--- config.mk ---
export PLATFORM = sky130hd
export DESIGN_NAME = mem_stage
export DESIGN_NICKNAME = d
export VERILOG_FILES = /design/src/rtl/mem_stage_pkg.sv /design/src/rtl/mem_stage_lane.sv /design/src/rtl/mem_stage.sv
export SDC_FILE = /design/constraint.sdc
export NUM_CORES = 1
export LEC_CHECK = 0
export CORE_MARGIN = 4
export CORE_UTILIZATION = 46
export DETAILED_ROUTE_END_ITERATION = 8
export MAX_ROUTING_LAYER = met4
export PLACE_DENSITY = 0.82
export SKIP_LAST_GASP = 1
export SLEW_MARGIN = 20
export SYNTH_ARGS = -nofsm -noshare
export SYNTH_HDL_FRONTEND = slang
export SYNTH_SLANG_ARGS = --single-unit
--- constraint.sdc ---
create_clock -name clk -period 2.83 [get_ports clk]
set_clock_uncertainty 0.1 [all_clocks]
set_input_delay 0.283 -clock clk [delete_from_list [all_inputs] [get_ports clk]]
set_output_delay 0.283 -clock clk [all_outputs]
set_load 0.02 [all_outputs]
--- src/rtl/mem_stage_pkg.sv ---
// mem_stage_pkg: shared op/state encodings and the data-memory request record.
package mem_stage_pkg;
  localparam int MEM_ADDR_W = 17;
  typedef enum logic [3:0] {NONE, LB, LH, LW, LBU, LHU, SB, SH, SW} mem_op_t;
  typedef enum logic [1:0] {IDLE, REQ, RWAIT, DONE} mem_state_t;
  typedef struct packed {
    logic                  we;
    logic [MEM_ADDR_W-1:0] addr;
    logic [3:0]            wstrb;
    logic [31:0]           wdata;
  } mem_req_t;
endpackage

--- src/rtl/mem_stage_lane.sv ---
// mem_lane: store lane steering, strobes, load extraction/extension and misalign check.
module mem_lane
  import mem_stage_pkg::*;
(
  input  mem_op_t     op,
  input  logic [1:0]  off,
  input  logic [31:0] wdata,
  input  logic [31:0] rdata,
  output logic        is_store,
  output logic        misaligned,
  output logic [3:0]  wstrb,
  output logic [31:0] wdata_lane,
  output logic [31:0] load_val
);
  logic [7:0]  b;
  logic [15:0] h;
  assign b = rdata[{off, 3'b000} +: 8];
  assign h = rdata[{off[1], 4'b0000} +: 16];
  assign is_store = op inside {SB, SH, SW};
  assign misaligned = (op inside {LH, LHU, SH} && off[0]) || (op inside {LW, SW} && off != 2'b00);
  assign wstrb = op == SB ? 4'b0001 << off :
                 op == SH ? (off[1] ? 4'b1100 : 4'b0011) :
                 op == SW ? 4'b1111 : 4'b0000;
  assign wdata_lane = op == SB ? {4{wdata[7:0]}} : op == SH ? {2{wdata[15:0]}} : wdata;
  assign load_val = op == LB  ? {{24{b[7]}}, b} :
                    op == LBU ? {24'b0, b} :
                    op == LH  ? {{16{h[15]}}, h} :
                    op == LHU ? {16'b0, h} : rdata;
endmodule

--- src/rtl/mem_stage.sv ---
// mem_stage: load/store pipeline stage with a valid/ready data port and misalign trapping.
module mem_stage
  import mem_stage_pkg::*;
#(
  parameter int ADDR_W = MEM_ADDR_W
) (
  input  logic              clk,
  input  logic              rst,
  input  logic              enabled,
  input  mem_op_t           op,
  input  logic [31:0]       addr,
  input  logic [31:0]       wdata,
  output logic              busy,
  output logic              completed,
  output logic [31:0]       result,
  output logic              misaligned,
  output logic              mem_valid,
  input  logic              mem_ready,
  output logic              mem_we,
  output logic [ADDR_W-1:0] mem_addr,
  output logic [3:0]        mem_wstrb,
  output logic [31:0]       mem_wdata,
  input  logic              mem_rvalid,
  input  logic [31:0]       mem_rdata
);
  mem_state_t  state_q, state_d;
  mem_op_t     op_q, op_d, lane_op;
  logic [1:0]  off_q, off_d, lane_off;
  mem_req_t    req_q, req_d;
  logic [31:0] result_q, result_d;
  logic        mis_q, mis_d;
  logic        idle, l_store, l_mis;
  logic [3:0]  l_wstrb;
  logic [31:0] l_wdata, l_load;
  assign idle = state_q == IDLE;
  // The lane decodes live inputs while accepting, and the latched access afterwards.
  always_comb begin
    lane_op = op_q;
    lane_off = off_q;
    if (idle) begin
      lane_op = op;
      lane_off = addr[1:0];
    end
  end
  mem_lane u_lane (
    .op(lane_op),
    .off(lane_off),
    .wdata(wdata),
    .rdata(mem_rdata),
    .is_store(l_store),
    .misaligned(l_mis),
    .wstrb(l_wstrb),
    .wdata_lane(l_wdata),
    .load_val(l_load)
  );
  always_comb begin
    state_d = state_q;
    op_d = op_q;
    off_d = off_q;
    req_d = req_q;
    result_d = result_q;
    mis_d = mis_q;
    case (state_q)
      IDLE: if (enabled) begin
        op_d = op;
        off_d = addr[1:0];
        mis_d = l_mis;
        if (op == NONE) begin
          result_d = addr;
          state_d = DONE;
        end else if (l_mis) begin
          result_d = '0;
          state_d = DONE;
        end else begin
          req_d = '{we: l_store, addr: MEM_ADDR_W'(addr[ADDR_W+1:2]), wstrb: l_wstrb, wdata: l_wdata};
          state_d = REQ;
        end
      end
      REQ: if (mem_ready) state_d = req_q.we ? DONE : RWAIT;
      RWAIT: if (mem_rvalid) begin
        result_d = l_load;
        state_d = DONE;
      end
      default: state_d = IDLE;
    endcase
  end
  always_ff @(posedge clk) begin
    if (rst) begin
      state_q <= IDLE;
      op_q <= NONE;
      off_q <= '0;
      req_q <= '0;
      result_q <= '0;
      mis_q <= 1'b0;
    end else begin
      state_q <= state_d;
      op_q <= op_d;
      off_q <= off_d;
      req_q <= req_d;
      result_q <= result_d;
      mis_q <= mis_d;
    end
  end
  assign busy = !idle;
  assign completed = state_q == DONE;
  assign result = result_q;
  assign misaligned = mis_q;
  assign mem_valid = state_q == REQ;
  assign mem_we = mem_valid && req_q.we;
  assign mem_wstrb = mem_valid ? req_q.wstrb : 4'b0000;
  assign mem_addr = ADDR_W'(req_q.addr);
  assign mem_wdata = req_q.wdata;
endmodule

## Word-level counts from Yosys, hierarchy flattened

Cells that the tools add are included.
Widths: inputs -> output; s select.

- Register bits after elaboration: 95
- Input bits: 105
- Output and inout bits: 90

- Eq/ne operators: 15
- Shift operators: 3
- Mux-type cells: 25
- Bitwise logic cells: 2
- Reduce and logical (&&, ||, !) cells: 16

Operators by type and width:

| cell | count |
|---|---|
| $mux 32 | 10 |
| $pmux 32 s2 | 1 |
| $shiftx 32x6->16 | 1 |
| $shiftx 32x6->8 | 1 |
| $mux 4 | 6 |
| $eq 4x3->1 const B | 4 |
| $mux 2 | 6 |
| $eq 4x2->1 const B | 2 |
| $reduce_and 4->1 | 2 |
| $pmux 2 s3 | 1 |
| $reduce_bool 2->1 | 3 |
| $reduce_bool 3->1 | 2 |
| $eq 2x2->1 const B | 2 |
| $eq 4x1->1 const B | 1 |
| $eq 4x4->1 const B | 1 |
| $logic_not 4->1 | 1 |
| $ne 2x2->1 const B | 2 |
| $shl 1x2->4 const A | 1 |
| $logic_and 1x1->1 | 3 |
| $ne 3x1->1 const B | 1 |
| $reduce_and 3->1 | 1 |
| $eq 2x1->1 const B | 1 |
| $logic_not 2->1 | 1 |
| $ne 2x1->1 const B | 1 |
| 5 further kinds | 6 |

## Depth between registers and ports, before layout

Gate-level depths: netlist of run 1.

- Depth after elaboration: 10
- Gate-level depth with buffers: 13
- Gate-level depth less buffers: 8

## Cells and area by module

Synthesis of run 1 repeated with hierarchy kept, for this count alone.

- Cell total of the unflattened synthesis: 710
- Area, all modules: 5,943.2 sq um

By module, submodules not included:

| module | times used | cells each | area an instance (sq um) | seq. area each (sq um) |
|---|---|---|---|---|
| mem_stage | 1 | 508 | 4,377.9 | 1,901.8 |
| mem_lane | 1 | 202 | 1,565.3 | 0.0 |

## Worst setup path after synthesis of run 1

No wires, ideal clock.

- Path type: flip-flop to flip-flop
- Start point: reg state_q[0]
- End point: reg result_q[18] (netlist: result[18])
- Data arrival time: 2.308 ns
- Required time: 2.585 ns
- Path slack: 0.278 ns
- Cell stages (with the launch flop): 12
- Buffers on the path: 3
- Clock period less this slack: 2.552 ns
- Path through: dfxtp_1 > inv_1 > ha_1 > buf_6 > buf_6 > mux2i_4 > mux2_2 > o2111ai_2 > buf_2 > nor2_1 > a21oi_1 > a211oi_2

- Cells in the longest elaborated chain, start to end: 9

Ends and longest elaborated chain:

| element | line | RTL |
|---|---|---|
| from (decl) | mem_stage.sv:26 | `mem_state_t state_q, state_d;` |
| from (signal assigned) | mem_stage.sv:96 | `state_q <= state_d;` |
| branches (longest 9 deep; another with $shiftx 32x6->16) | -- |  |
| to (signal assigned) | mem_stage.sv:100 | `result_q <= result_d;` |
| to (decl) | mem_stage.sv:30 | `logic [31:0] result_q, result_d;` |

Several ways; the timed one is not identified. The select of a mux whose other input is x is not followed.
A chain may end at the register's enable or synchronous reset.

## Final worst setup path of run 1

- Start point: reg state_q[0]
- End point: reg req_q[34] (netlist bit)

- Cells in the longest elaborated chain, start to end: 8

Ends and longest elaborated chain:

| element | line | RTL |
|---|---|---|
| $logic_not 2->1 * | mem_stage.sv:35, mem_stage.sv:63 |  |
| $mux 4 | mem_stage.sv:40 | `if (idle) begin` |
| $eq 4x2->1 (tied with other cells) | mem_stage_lane.sv:20 | `assign misaligned = (op inside {LH, LHU, SH} && off[0]) \|\| (op inside {LW, SW} && off != 2'b00);` |
| $reduce_bool 3->1 or $reduce_bool 2->1 (tied branches) | mem_stage_lane.sv:20 |  |
| $logic_and 1x1->1 | mem_stage_lane.sv:20 |  |
| $logic_or 1x1->1 | mem_stage_lane.sv:20 |  |
| $not 1->1 (no line) | -- |  |
| $reduce_and 4->1 (no line) | -- |  |
| to (signal assigned) | mem_stage.sv:99 | `req_q <= req_d;` |
| to (decl) | mem_stage.sv:29 | `mem_req_t req_q, req_d;` |

Every way passes the cells marked *; elsewhere a longest branch is shown, timed or not.

==> metrics.cfg, run 1 <==
[sta]
hold_viol = 0
rsz0062_at_grt = true
fin_crit_ps = 2740
max_freq_mhz = 365
fin_tns_setup_ps = 0
drv_slew = 0
worst_slew_pin_slew_ps = 510
max_slew_margin = 0.660
whs_ps = 190
setup_violations = 0
period_share = 0.968
setup_slack_ps = 91.8

[clock_network]
cts.sinks = 95
htree_levels = 3
cts.hold.buffers_added = 0
clkTransAtPathRegs_ps = 70
clock_latency_ps = 350
clockBufferDepth = 2
cts_tree = done
cts_root_buf = clkbuf_16
numCtsBuffers = 9

[synth]
yosysSeqAreaShare = 0.344
ys.flop_type = dfxtp_1
synth_seq_cells = 95
synth_cell_types = 66
yosysWarnings = 0
async_reset_ff_frac = 0
syn_area_um2 = 5540
synth_cells = 672
syn_nets = 781
synth_edf_count = 0
syn_avg_cell_area_um2 = 8.24

[finish]
syn_to_final_growth_pct = 41.8
drive_gt1_frac = 0.134
fin_area_um2 = 7850
diodes = 0
fillerInstances = 952
nets = 935
final_core_util = 0.676
multi_input_area_um2 = 3010
seq_area_um2 = 1900

[detailed_routing]
drt-wirelength-per-cell_um = 19.6
drt_iter0_markers = 535
vias_per_cell = 5.82
first_pass_iters = 5
ant_nets = 0
drc = 0
vias = 5669
wirelength_um = 19000

[min_path]
min_path_type = input pin to flip-flop

[setup_path]
start_kind = flip-flop
max_stage_delay_ps = 340
cp.arrival_ps = 2910
worst_path_max_delay_cell = dfxtp_2
cp-end-kind = flip-flop
setup.worst_path.class = flip-flop to flip-flop
cp_cell_sequence = inv_1, ha_4, buf_12, mux2_4, o21ai_1, a21oi_2, buf_4, nor4_4, buf_4, bufbuf_16, nor2_1, nor3_1
critical_path_buf_inv_count = 5
required_ps = 3000
cp_max_fo = 29
critPathTopFamily = buffers and inverters
crit_top_cell = buf_4

[global_route]
grt_max_degree = 47
grt_pass1_wl_um = 30600
grt_pass1_vias = 5903
overflow = 0
track_usage = 0.279
antenna_found_initial = 0

[run_status]
status = completed

[floorplan]
rows = 39
die-area_um2 = 13900
die_w_um = 118
io_pins = 195
core_um2 = 11600
die_y_um = 118
initial_core_util = 0.477

[power_and_ir_drop]
power_frac_seq = 0.271
p_clk_frac = 0.166
pwr-share-comb = 0.563
internal-power_mw = 4.40
p_switching_mw = 3.08
netSwitchingFraction = 0.412
powerDensity_nw_per_um2 = 954
vdd_ir_drop_max_mv = 0.672
power_leakage_nw = 2.94

[run]
cap_viol_max_count = 0

[placement]
post-dp-hpwl_um = 14200
place_area_um2 = 7450
pre_cts_ws_ps = -2.83
gp_congestion = 0.897
io_buffers = 194

[cells in the mapped netlist, types with 2 or more instances]
cell | instances | area [um2]
nand2_1 | 112 | 420
dfxtp_1 | 95 | 1900
nor2_1 | 88 | 330
a21oi_1 | 59 | 295
buf_4 | 55 | 413
mux2i_1 | 27 | 270
a211oi_1 | 23 | 173
clkbuf_1 | 23 | 86.3
a211oi_2 | 12 | 150
buf_2 | 12 | 60.1
nor3_1 | 12 | 60.1
o21ai_0 | 12 | 60.1
nand3_1 | 11 | 55.1
a22oi_1 | 8 | 60.1
inv_1 | 8 | 30.0
o211a_1 | 8 | 80.1
o211ai_1 | 8 | 60.1
o22ai_1 | 8 | 50.1
a32o_1 | 7 | 70.1
mux4_2 | 7 | 158
and2_1 | 6 | 37.5
buf_6 | 6 | 67.6
a311oi_1 | 5 | 43.8
ha_1 | 4 | 50.1
nor3_2 | 4 | 40.0
and3b_1 | 3 | 26.3
nor3b_1 | 3 | 22.5
a31oi_1 | 2 | 12.5
a32oi_1 | 2 | 17.5
nand4b_1 | 2 | 17.5
nor2_2 | 2 | 12.5
o21a_1 | 2 | 15.0
or2_2 | 2 | 12.5
or4_1 | 2 | 15.0
[layout by cell type, fill, tap and decap left out, types with 3 or more instances in the layout]
cell type        instances
a311oi_1                 5
nor3b_1                  3
a211oi_2                12
nor3_1                  12
nor2_1                  88
a32o_1                   7
buf_4                   37
o21ai_0                 11
buf_12                   8
and3b_1                  3
nor3_2                   4
a211oi_1                23
a21oi_1                 59
mux2i_1                 27
o211ai_1                 8
dfxtp_1                 93
nand3_1                 11
o211a_1                  8
mux4_2                   7
a22oi_1                  8
clkbuf_16               10
nand2_1                112
inv_1                    8
ha_1                     3
clkdlybuf4s50_1        193
o22ai_1                  8
and2_1                   6
[worst paths after layout]
kind | start | end | slack [ps] | cells past startpoint
setup reg to reg | state_q[0] | req_q[34] | 90 | 12
hold reg to reg | mem_wdata[24] | mem_wdata[24] | 360 | 2
hold / removal | rst | mem_wdata[31] | 190 | 2
setup / recovery | state_q[0] | req_q[34] | 90 | 12
[cell type report]
class                      count  area share
sequential                    95       0.243
clock buffer                  10      0.0292
inverter                       9     0.00430
tap                          143      0.0228
clock inverter                 6     0.00861
multi-input combinational    471       0.383
timing repair buffer         240       0.309
[flip-flops by register name (all words and copies together) (netlist names)]
| name | flops |
|---|---|
| mem_addr | 17 |
| result | 32 |
| off_q | 2 |
| req_q | 5 |
| misaligned | 1 |
| mem_wdata | 32 |
| op_q | 4 |
| state_q | 2 |
[through the flow]
stage	instances	total power, mW
3_5_place_dp	954	6.06
2_1_floorplan	672	4.66
5_1_grt	974	7.93
4_1_cts	973	7.40
6_report	974	7.49
3_3_place_gp	954	5.96
[kinds of logic (layout without fill, tap and decap cells)]
group | after synthesis | after routing | synth area share
buffers and inverters | 106 | 265 | 0.120
AND/OR/NAND/NOR | 261 | 261 | 0.218
AO/OA/AOI/OAI | 168 | 168 | 0.221
flip-flops | 95 | 95 | 0.344
multiplexers | 38 | 38 | 0.0886
adder cells (fa/ha/maj) | 4 | 4 | 0.00904
[metal layers]
metal / share of wire / vias to the layer above / GRT usage
li1: - / 2641 / -
met1: 0.41 / 2665 / 0.327
met2: 0.48 / 315 / 0.455
met3: 0.086 / 48 / 0.0769
met4: 0.028 / 0 / 0.111
met5: 0 / - / -
[power groups by stage]
| stage | combinational (mW) | sequential, mW | clock [mW] |
|---|---|---|---|
| final | 4.21 | 2.03 | 1.24 |
| after global routing | 4.54 | 2.07 | 1.31 |
| after CTS | 4.11 | 2.02 | 1.26 |
| after detailed placement | 4.01 | 2.05 | 0 |
| after global placement | 3.94 | 2.03 | 0 |
| after floorplan | 2.44 | 2.22 | 0 |
[timing repair]
| item | 4_1_cts | 5_1_grt |
|---|---|---|
| resized for setup | 1 | 6 |
| pin swaps | 1 | 0 |
| setup buffers | 2 | 0 |
| setup endpoints to repair | 7 | 56 |
| cloned | 1 | 1 |
(Power assumes the default switching activity.)
==> run 2: changes to the inputs <==
--- a/config.mk
+++ b/config.mk
@@ -6,10 +6,12 @@
 export NUM_CORES = 1
 export LEC_CHECK = 0
 export CORE_MARGIN = 4
-export CORE_UTILIZATION = 46
+export CORE_UTILIZATION = 47
+export CTS_BUF_LIST = sky130_fd_sc_hd__clkbuf_2 sky130_fd_sc_hd__clkbuf_4 sky130_fd_sc_hd__clkbuf_8
+export CTS_CLUSTER_SIZE = 12
 export DETAILED_ROUTE_END_ITERATION = 8
 export MAX_ROUTING_LAYER = met4
-export PLACE_DENSITY = 0.82
+export PLACE_DENSITY = 0.83
 export SKIP_LAST_GASP = 1
 export SLEW_MARGIN = 20
 export SYNTH_ARGS = -nofsm -noshare
==> constraint.sdc (replaced) <==
create_clock -name clk -period 2.83 [get_ports clk]
set_clock_uncertainty 0.1 [all_clocks]
set_input_delay 0.283 -clock clk [delete_from_list [all_inputs] [get_ports clk]]
set_output_delay 0.283 -clock clk [all_outputs]
set_load 0.1 [all_outputs]
==> run 2 against run 1 <==
Net effect:
- combinational power grew 52%
- final area fell by 4.9%
- sequential cell count unchanged
- sequential power about the same
- fmax grew 2.7%
- sequential share of layout area rose by 1.3 points
- count of clock-buffer cells in the layout grew 1
- clock power shrank 23%
- cell count is 0.21% lower
- die area decreased by 2.0%
- wire length increased by 0.20%
- register-to-register slack improved by 70 ps
- critical path type unchanged
- highest routed layer unchanged
==> metrics.cfg, run 2 (synthesis gave the netlist of run 1 again) <==
[floorplan]
initial_core_util = 0.483
die-area_um2 = 13600
die_y_um = 117
die_w_um = 117
rows = 39
core_um2 = 11500
io_pins = 195

[clock_network]
cts.sinks = 95
cts_tree = done
clock_latency_ps = 380
clockBufferDepth = 2
htree_levels = 3
cts.hold.buffers_added = 0
clkTransAtPathRegs_ps = 90
numCtsBuffers = 9
cts_root_buf = clkbuf_8

[sta]
setup_violations = 0
fin_tns_setup_ps = 0
whs_ps = 337
max_freq_mhz = 375
worst_slew_pin_slew_ps = 678
fin_crit_ps = 2670
drv_slew = 0
max_slew_margin = 0.548
period_share = 0.942
hold_viol = 0

[finish]
fillerInstances = 960
final_cell_mix = buf_4 (126), nand2_1 (112), clkdlybuf4s50_1 (103), dfxtp_1 (93), nor2_1 (88)
nets = 934
drive_gt1_frac = 0.242
final_common_cell = buf_4
syn_to_final_growth_pct = 34.8
diodes = 0
final_core_util = 0.651

[detailed_routing]
drt-met1-wl_um = 7280
wirelength_um = 19100
vias = 5724
drt-wirelength-per-cell_um = 19.6
drc = 0
ant_nets = 0
vias_per_cell = 5.89
first_pass_iters = 6
met2_length_um = 9160
top_layer_used = met4
drt_iter0_markers = 496
met3_length_um = 1970

[power_and_ir_drop]
vdd_ir_drop_max_mv = 0.924
powerDensity_nw_per_um2 = 1260
power_leakage_nw = 3.04

[setup_path]
cp-end-kind = flip-flop
start_kind = flip-flop
setup.worst_path.class = flip-flop to flip-flop
crit_start = state_q[1]
max_stage_delay_ps = 380
critical_path_buf_inv_count = 6
cp_cell_sequence = inv_1, ha_4, buf_6, nor4b_2, buf_4, nor3_4, nor3_2, buf_4, nor4_4, buf_4, buf_6, o211ai_1, a21oi_1
worst_path_max_delay_cell = nor4_4
cp_max_fo = 14
crit_top_cell = buf_4
critPathTopFamily = buffers and inverters
cp.arrival_ps = 2870
reg2reg_from = state_q[1]
required_ps = 3030

[placement]
io_buffers = 194
gp_congestion = 0.877
post-dp-hpwl_um = 14300

[run]
cap_viol_max_count = 0

[run_status]
status = completed

[global_route]
grt_max_degree = 65
antenna_found_initial = 0
grt_pass1_vias = 5658
overflow = 0
track_usage = 0.280
grt_pass1_wl_um = 28800

[min_path]
hp-start = rst
min_path_type = input pin to flip-flop

[run 2: cell types whose count changed in the layout (fill, tap and decap cells not counted), sizes merged]
cell / delta
buf: +90
clkbuf: +1
bufbuf: -1
clkinvlp: -1
inv: -1
clkdlybuf4s50: -90
[run 2: what timing repair did]
| item | in CTS | in global routing |
|---|---|---|
| setup endpoints to repair | 8 | 82 |
| buffers inserted | 0 | 2 |
| gates resized for setup | 1 | 8 |
| pin swaps | 1 | 3 |
| gates cloned | 0 | 2 |
[run 2: through the flow]
stage	total power, mW	cell area, um2	setup slack (ps)	cells
2_1_floorplan	7.05	5540	82.7	672
3_3_place_gp	8.22	7190	94.3	953
3_5_place_dp	8.32	7190	-3.86	953
4_1_cts	9.28	7390	80.4	968
5_1_grt	9.81	7460	-25.1	972
6_report	9.38	7460	163	972
[run 2: worst paths after layout]
check,to,slack (ps),cells after the start
setup / recovery,mem_wdata[24],160,13
hold / removal,state_q[0],340,2
hold reg to reg,mem_wdata[30],360,2
setup reg to reg,mem_wdata[24],160,13
[run 2: final cells by class]
| cell class | instances | area [um2] | share of cell area |
|---|---|---|---|
| Inverter | 9 | 33.8 | 0.00453 |
| Clock inverter | 4 | 55.1 | 0.00738 |
| Tap cell | 143 | 179 | 0.0240 |
| Clock buffer | 11 | 145 | 0.0194 |
| Sequential cell | 95 | 1900 | 0.255 |
| Timing Repair Buffer | 239 | 2150 | 0.288 |
| Multi-Input combinational cell | 471 | 3000 | 0.401 |
[run 2: power breakdown]
part | internal, mW | switching, mW | total [mW]
Clock | 0.443 | 0.510 | 0.953
Combinational | 1.74 | 4.64 | 6.38
Sequential | 1.77 | 0.283 | 2.05
Total | 3.95 | 5.43 | 9.38
[run 2: layer usage]
layer	GRT usage	vias up
met5	-	-
met4	0.112	0
met3	0.0756	55
met2	0.458	335
met1	0.327	2702
li1	-	2632
==> run 3: changes to the inputs <==
--- a/config.mk
+++ b/config.mk
@@ -5,6 +5,7 @@
 export SDC_FILE = /design/constraint.sdc
 export NUM_CORES = 1
 export LEC_CHECK = 0
+export CORE_ASPECT_RATIO = 0.5
 export CORE_MARGIN = 4
 export CORE_UTILIZATION = 47
 export CTS_BUF_LIST = sky130_fd_sc_hd__clkbuf_2 sky130_fd_sc_hd__clkbuf_4 sky130_fd_sc_hd__clkbuf_8
==> run 3 against run 2 <==
Net effect:
- hold slack improved by 13 ps
- sequential cell count stayed put
- first-iteration DRC count is 24% lower
- combinational power fell by 0.8%
- via count decreased by 3.1%
- critical endpoint is now result[9]
- non-clock buffer count unchanged
- final area stayed put
- register-to-register slack hardly changed
- critical path depth fell by 2
- critical path type unchanged
- clock power down 9.5%
==> metrics.cfg, run 3 (synthesis gave the netlist of run 1 again) <==
[run]
cap_viol_max_count = 0

[finish]
diodes = 0
syn_to_final_growth_pct = 34.8
fin_cells = 989
drive_gt1_frac = 0.248
nets = 934
final_common_cell = buf_4
final_cell_mix = buf_4 (129), nand2_1 (112), clkdlybuf4s50_1 (103), dfxtp_1 (93), nor2_1 (88)

[detailed_routing]
vias_per_cell = 5.61
drt-wirelength-per-cell_um = 18.2
drt_iter0_markers = 376
first_pass_iters = 5
vias = 5549
wirelength_um = 18000
drc = 0
ant_nets = 0

[floorplan]
rows = 27
core_um2 = 11200
die_w_um = 161
die_y_um = 84.7
io_pins = 195
initial_core_util = 0.492
die-area_um2 = 13700

[run_status]
status = completed

[sta]
max_freq_mhz = 374
setup_violations = 0
hold_viol = 0
fin_tns_setup_ps = 0
fin_crit_ps = 2680
rsz0062_at_grt = false
worst_slew_pin_slew_ps = 746
max_slew_margin = 0.503
drv_slew = 0
period_share = 0.946
whs_ps = 350

[setup_path]
reg2reg_from = state_q[0]
cp-end-kind = flip-flop
start_kind = flip-flop
setup.worst_path.class = flip-flop to flip-flop
r2r_end = result[9]
reg2reg_depth = 11
crit_end = result[9]
cp_max_fo = 8
required_ps = 3030
crit_start = state_q[0]
reg2reg_setup_slack_ps = 150
cp.arrival_ps = 2880

[global_route]
grt_max_degree = 59
grt_pass1_wl_um = 28100
grt_pass1_vias = 5367
track_usage = 0.259
overflow = 0
antenna_found_initial = 0

[clock_network]
clockBufferDepth = 2
cts_root_buf = clkbuf_8
clock_latency_ps = 360
clkTransAtPathRegs_ps = 90
cts.sinks = 95
htree_levels = 3
numCtsBuffers = 9
cts_tree = done

[placement]
post-dp-hpwl_um = 13400
gp_congestion = 0.903
io_buffers = 194
placedCellCount = 967

[power_and_ir_drop]
vdd_ir_drop_max_mv = 0.986
powerDensity_nw_per_um2 = 1240
finalPower_mw = 9.22
power_leakage_nw = 3.03

[min_path]
min_path_type = input pin to flip-flop

[run 3: what timing repair did]
| action | CTS | global route |
|---|---|---|
| hold buffers | 0 | 0 |
| pin swaps | 2 | 1 |
| endpoints found under the setup margin | 3 | 83 |
| resized for setup | 3 | 10 |
| setup buffers | 3 | 2 |
| cloned | 1 | 0 |
[run 3: final cells by class]
| type | count | area (um2) |
|---|---|---|
| clock inverters | 5 | 32.5 |
| well taps | 159 | 199 |
| flip-flops and latches | 95 | 1900 |
| clock buffers | 11 | 151 |
| inverters | 9 | 33.8 |
| multi-input cells | 471 | 3010 |
| fillers | 929 | 3780 |
| repair buffers | 239 | 2130 |
[run 3: layer usage]
metal,track usage,routed length [um],vias to the layer above,share of wire
met3,0.0559,1190,21,0.066
met5,-,0,-,0
li1,-,-,2630,-
met1,0.332,8020,2662,0.45
met2,0.423,8490,236,0.47
met4,0.0604,266,0,0.015
[run 3: how the worst min path moves through the flow]
stage	startpoint	endpoint	cells past startpoint
final	rst	state_q[0]	2
after floorplan	addr[2]	mem_addr[0]	2
after global routing	rst	state_q[0]	2
after CTS	rst	state_q[0]	2
after detailed placement	mem_addr[6]	mem_addr[6]	2
after global placement	mem_addr[7]	mem_addr[7]	2
[run 3: report_power, final]
group	switching (mW)	internal (mW)
clock	0.495	0.367
sequential	0.267	1.77
combinational	4.60	1.73
total	5.36	3.86
[run 3: worst max-delay path, cell delays in order (launching register included)]
cell and delay [ps]:
dfxtp_2 370, inv_2 60, ha_4 170, buf_4 170, nor4b_2 270, buf_4 180
nor3_4 50, nor3_2 160, buf_4 160, nor3_1 60, a211oi_2 570, a32o_1 280
[run 3: metrics by stage]
stage	setup slack, ps	area, um2	utilization
2_1_floorplan	82.7	5540	-
3_3_place_gp	105	7170	0.637
3_5_place_dp	6.45	7170	0.637
4_1_cts	19.0	7420	0.660
5_1_grt	22.5	7460	0.664
6_report	153	7460	0.664
